**src/rtl/bg_rom_pkg.sv**
```systemverilog
// bg_rom_pkg: background ROM geometry and read-tag types shared by the arbiter
package bg_rom_pkg;
   localparam int H_RES  = 640;
   localparam int V_RES  = 480;
   localparam int ADDR_W = 19;
   localparam int DATA_W = 4;
   typedef enum logic {OWN_DISP, OWN_QUERY} owner_t;
   typedef struct packed {
      logic   valid;
      owner_t owner;
      logic   zero;
   } rd_tag_t;
endpackage

```
**src/rtl/bg_addr_calc.sv**
```systemverilog
// bg_addr_calc: (x,y) to linear ROM address with range flag
module bg_addr_calc import bg_rom_pkg::*; (
   input  logic [9:0]        x,
   input  logic [9:0]        y,
   output logic [ADDR_W-1:0] addr,
   output logic              in_range
);
   // y*640 as two shifts keeps this adder-only
   assign addr     = (ADDR_W'(y) << 9) + (ADDR_W'(y) << 7) + ADDR_W'(x);
   assign in_range = (x < 10'(H_RES)) && (y < 10'(V_RES));
endmodule

```
**src/rtl/background_rom_arbiter.sv**
```systemverilog
// background_rom_arbiter: shares the background ROM between display fetch and game queries
module background_rom_arbiter import bg_rom_pkg::*; (
   input  logic              Clk,
   input  logic              Reset,
   input  logic [9:0]        DrawX,
   input  logic [9:0]        DrawY,
   input  logic              disp_active,
   output logic              disp_valid,
   output logic [DATA_W-1:0] disp_index,
   input  logic              q_req,
   input  logic [9:0]        q_x,
   input  logic [9:0]        q_y,
   output logic              q_ready,
   output logic              q_rvalid,
   output logic [DATA_W-1:0] q_rdata,
   output logic              q_err,
   output logic [ADDR_W-1:0] rom_addr,
   input  logic [DATA_W-1:0] rom_data
);
   logic              issue;
   logic              sel_q;
   logic [9:0]        x;
   logic [9:0]        y;
   logic [ADDR_W-1:0] addr;
   logic              in_range;
   rd_tag_t [2:0]     tag;
   assign q_ready = Reset && !disp_active;
   assign sel_q   = !disp_active && q_req;
   assign issue   = disp_active || q_req;
   assign x       = disp_active ? DrawX : q_x;
   assign y       = disp_active ? DrawY : q_y;
   bg_addr_calc u_calc (
      .x        (x),
      .y        (y),
      .addr     (addr),
      .in_range (in_range)
   );
   // tag[1] lines up with rom_data; tag[2] qualifies the registered outputs
   always_ff @(posedge Clk) begin
      if (!Reset) begin
         rom_addr   <= '0;
         tag        <= '0;
         disp_index <= '0;
         q_rdata    <= '0;
      end else begin
         if (issue && in_range) rom_addr <= addr;
         tag <= {tag[1:0], rd_tag_t'{valid: issue, owner: sel_q ? OWN_QUERY : OWN_DISP,
                                     zero: !(issue && in_range)}};
         if (tag[1].valid && tag[1].owner == OWN_DISP) disp_index <= tag[1].zero ? '0 : rom_data;
         if (tag[1].valid && tag[1].owner == OWN_QUERY) q_rdata <= tag[1].zero ? '0 : rom_data;
      end
   end
   assign disp_valid = tag[2].valid && tag[2].owner == OWN_DISP;
   assign q_rvalid   = tag[2].valid && tag[2].owner == OWN_QUERY;
   assign q_err      = q_rvalid && tag[2].zero;
endmodule

```
**config.mk**
```make
export PLATFORM = sky130hd
export DESIGN_NAME = background_rom_arbiter
export DESIGN_NICKNAME = d
export VERILOG_FILES = /design/src/rtl/bg_rom_pkg.sv /design/src/rtl/bg_addr_calc.sv /design/src/rtl/background_rom_arbiter.sv
export SDC_FILE = /design/constraint.sdc
export NUM_CORES = 1
export LEC_CHECK = 0
export ABC_CLOCK_PERIOD_IN_PS = 5700
export CELL_PAD_IN_SITES_DETAIL_PLACEMENT = 0
export CELL_PAD_IN_SITES_GLOBAL_PLACEMENT = 2
export CORE_ASPECT_RATIO = 1.25
export CORE_MARGIN = 4
export CORE_UTILIZATION = 28
export DETAILED_ROUTE_END_ITERATION = 16
export PLACE_DENSITY = 0.9
export SYNTH_ARGS = -nofsm -noshare
export SYNTH_HDL_FRONTEND = slang
export SYNTH_SLANG_ARGS = --single-unit
```
**constraint.sdc**
```tcl
create_clock -name Clk -period 5.7 [get_ports Clk]
set_clock_uncertainty 0.1 [all_clocks]
set_input_delay 1.14 -clock Clk [delete_from_list [all_inputs] [get_ports Clk]]
set_output_delay 1.14 -clock Clk [all_outputs]
set_load 0.02 [all_outputs]
```
-- Word level (Yosys, flattened, before mapping)
Index checks and enable logic that the tools add are counted.
- bitwise operators: 2
- multipliers: 0
- div/mod/pow operators: 0
- order comparisons: 2
- reduce and logical (&&, ||, !) cells: 12
- multiplexer cells: 4
- equal/unequal tests: 0
- shift operators: 0
- add/subtract/negate cells: 2
- operator list (cell ; number):
    two-way mux 10 bit ; 2
    adder 19 x 10 -> 19 bit ; 1
    adder 19 x 17 -> 19 bit ; 1
    less-than comparator 10 bit (second input constant) ; 1
    less-than comparator 10 x 9 -> 1 bit (second input constant) ; 1
    logical AND 1 bit ; 9
    two-way mux 4 bit ; 1
    zero test 1 bit ; 2
    inverter 1 bit ; 2
    logical OR 1 bit ; 1
    two-way mux 1 bit ; 1
- memory bits (writable): 0
- flip-flop bits (word level): 36
- bits in read-only memories: 0
- memories: 0
- logic and storage cells: 34
- latch bits: 0
- output and inout bits: 31
- input port bits: 48

-- Depth between registers and ports, before layout
- depth in word-level cells: 5
- depth in mapped cells: 12
- mapped depth without buffers: 10

-- Cells and area by module
From an unflattened synthesis, not the netlist that was laid out.
- cell total of the unflattened synthesis: 243
- area total of the unflattened synthesis: 2204.6 um^2
- by module, submodules not included (module ; seq. area each (um^2) ; cells an instance ; area each (um^2) ; instances):
    background_rom_arbiter ; 720.7 ; 162 ; 1532.7 ; 1
    bg_addr_calc ; 0.0 ; 81 ; 671.9 ; 1

-- Worst setup path before layout
Ideal clock, no wire load.
- kind: input to register
- start: input port disp_active
- end: register rom_addr[18]
- buffers on the path: 2
- setup time: 0.119 ns
- arrival: 3.837 ns
- path slack: 1.644 ns
- cell stages on the path: 11
- data required time: 5.481 ns
- cells stage by stage: buf_6 > clkbuf_1 > mux2_2 > ha_1 > ha_1 > fa_1 > a21o_1 > a221oi_1 > o221ai_1 > a21oi_1 > a21oi_1
- longest elaborated chain between the ends: 4
- elaborated cells on any way between the ends: 9
- classes of those cells: add/sub: 2; order compare: 2; mux: 2; reduce/logical: 3
- ends and longest elaborated chain (what ; line ; text):
    from (decl) ; background_rom_arbiter.sv:7 ; input logic disp_active,
    branches (longest 4 deep; another with adder 19 x 17 -> 19 bit) ; -- ;
    to (signal assigned) ; background_rom_arbiter.sv:46 ; if (issue && in_range) rom_addr <= addr;
    to (decl) ; background_rom_arbiter.sv:17 ; output logic [ADDR_W-1:0] rom_addr,
Parallel ways; which one is timed is not known.
A chain may end at the register's enable or synchronous reset.

-- Worst setup path after layout
- start: input port disp_active
- end: register rom_addr[17]
Same word-level chain as after synthesis.

==> summary.txt <==
Placed design
  – Placed cell areas: 0.00304 mm^2
  – Place WS: 0.808 ns
  – Placed cells: 385
  – DP Wirelength: 4.39 mm
  – GPL Wtd Cong: 0.801
  – Buffers on Ports: 78

Worst setup path
  – CP Launch Type: primary input
  – Crit. End Element: flip-flop
  – CP required: 5.77 ns
  – CP arrival: 4.63 ns
  – Worst-path fanout max: 17
  – Critical path type: in -> reg

STA
  – Final setup fails: 0
  – Post-route worst setup slack: 1.14 ns
  – Fin crit share: 80.1%
  – Worst-margin pin slew: 0.686 ns
  – Final Hold Fails: 0
  – Final hold slack: 0.334 ns
  – RSZ-0062 raised after global routing: false
  – Fin. max-slew vios: 0
  – Max Freq: 219 MHz
  – Rel. slew slack: 54.1%
  – Clock period minus worst slack: 4.56 ns
  – Setup tns final: 0 ns

GRT
  – Initial antenna violation count: 0
  – Number of global-route vias before repair: 1831
  – Total gr overflow: 0
  – Global-route wire length before repair: 8.68 mm
  – Pin count of the biggest net entering global routing: 43
  – GRT Resource Usage Total: 11.7%

Route
  – Drt via density: 4.77
  – Wire length per cell after detailed routing: 13.7 um
  – Total number of vias: 1874
  – First-pass iteration count of the detailed router: 3
  – Antenna Nets Post-Route: 0
  – Starting DRC count in detailed routing: 41
  – Drt drc: 0
  – Routed WL: 5.37 mm

Yosys
  – Synth top area share: 32.8%
  – Yosys warnings: 0
  – Area leader, netlist: dfxtp_1
  – Cell count after synthesis: 224
  – Synth Flop Type: dfxtp_1
  – EDFF count, synth: 0
  – Leading post-synthesis cells by cell area: dfxtp_1 (33%), ha_1 (11%), mux2i_1 (7.3%)
  – Synth Area per Inst: 9.81 um^2
  – Syn Std Cell Area: 0.00220 mm^2
  – FF+latch count, synth: 36
  – Post-synthesis sequential area ratio: 32.8%
  – Netlist cell types: 40
  – Asr flop ratio synth: 0%
  – Most instantiated cells after synthesis: dfxtp_1 (36), ha_1 (19), nand2_1 (19)
  – Most common cell in the netlist: dfxtp_1
  – Syn_nets: 293

Run
  – Max Cap Violations: 0

Pwr
  – Leakage: 0.00136 uW
  – Int Pwr: 612 uW
  – Peak VDD IR: 115 uV
  – Net switching power: 217 uW
  – Comb power frac: 29.0%
  – Power density cells: 259 mW/mm^2
  – Clk pwr share: 37.3%
  – Switching Share: 26.1%
  – Flop pwr share: 33.7%

Floorplan
  – Num rows: 35
  – I/O pins: 79
  – Full die area: 0.00934 mm^2
  – Die width: 87.2 um
  – Die Ht: 107 um
  – Core ar.: 0.00749 mm^2
  – Starting Density: 29.3%

Layout
  – Post-Layout Cell Count: 393
  – Cell area after layout: 0.00320 mm^2
  – Proportion of layout cells with a drive suffix above 1: 8.64%
  – Antenna diodes: 0
  – Layout Area Growth over Synthesis: 45.8%
  – Nets: 369
  – Fillcell total: 730

Clocking
  – CTS Buf Count: 5
  – Root Driver: clkbuf_8
  – Post-CTS sizing: 0
  – CTS tree: done
  – CTS H-tree lvls: 2
  – Post-CTS Setup Bufs: 0
  – Skew-Pair Late Insertion Delay: 0.28 ns
  – Clock Tree Buf Depth: 2
  – CTS sink cnt: 36
  – CTS Hold Bufs: 0
  – Clock-pin transition on the worst setup and hold timing paths: 0.07 ns

Outcome
  – Status: complete, no violations

Worst hold path
  – Hold Crit Class: reg -> reg
[power groups by stage]
stage / combinational (uW) / clock [uW] / sequential [uW]
finish: 240 / 309 / 279
global route: 267 / 327 / 281
CTS: 244 / 317 / 280
detailed placement: 243 / 0 / 285
global placement: 242 / 0 / 285
floorplan: 131 / 0 / 302
[routing by layer]
metal / wire length, um / GRT usage (%) / vias up
met5: 0 / 0 / -
met4: 51 / 3.95 / 0
li1: - / - / 953
met2: 2780 / 20.7 / 43
met3: 257 / 2.00 / 4
met1: 2270 / 14.0 / 874
[through the flow]
step	total power (uW)	util, %
5_1_grt	875	42.8
4_1_cts	841	42.8
3_3_place_gp	527	40.7
6_report	829	42.8
2_1_floorplan	433	-
3_5_place_dp	528	40.7
[worst max-delay path, cell delays in order]
cell and delay (ns):
clkdlybuf4s50_1 0.91, buf_4 0.35, mux2_2 0.38, ha_1 0.28, ha_1 0.36, a21o_1 0.21, a31o_2 0.24, o21ai_0 0.31
a2111oi_0 0.17, a311o_1 0.29
[kinds of logic after synthesis]
| group | after synthesis | share of synthesized area (%) |
|---|---|---|
| buf+inv | 18 | 4.10 |
| fa+ha+maj | 21 | 12.6 |
| simple gates | 71 | 18.7 |
| xor+xnor | 4 | 1.59 |
| compound gates | 48 | 17.4 |
| flops | 36 | 32.8 |
| mux | 26 | 12.8 |
[flip-flops by register name, summed over array words and instances, names as in the netlist]
register	cells
rom_addr	19
tag	9
disp_index	4
q_rdata	4
[placed cells by master (no fill, tap or decap), types with 8 or more instances in the layout]
cell,synthesis,routed
dfxtp_1,36,36
nor2b_1,16,16
a21boi_0,9,9
o211a_1,8,8
mux2i_1,16,16
o21ai_0,8,8
clkdlybuf4s50_1,0,78
nand2_1,19,19
mux2_2,8,8
ha_1,19,19
and2_1,9,9
[final timing paths]
check,start,to,slack [ns],cells after the start
worst max-delay path,disp_active,rom_addr[17],1.14,10
worst min-delay path,tag[1],tag[4],0.33,1
worst max register to register,tag[5],disp_index[1],4.34,3
worst min register to register,tag[1],tag[4],0.33,1
[area by class of cell]
class | count | area [um^2] | share of cell area (%)
clock buffer | 5 | 68.8 | 2.15
tap | 92 | 115 | 3.59
inverter | 7 | 26.3 | 0.820
multi-input combinational | 170 | 1390 | 43.3
sequential | 36 | 721 | 22.5
timing repair buffer | 80 | 796 | 24.8
clock inverter | 3 | 90.1 | 2.81
No activity file was read; power rests on OpenSTA's default activity.
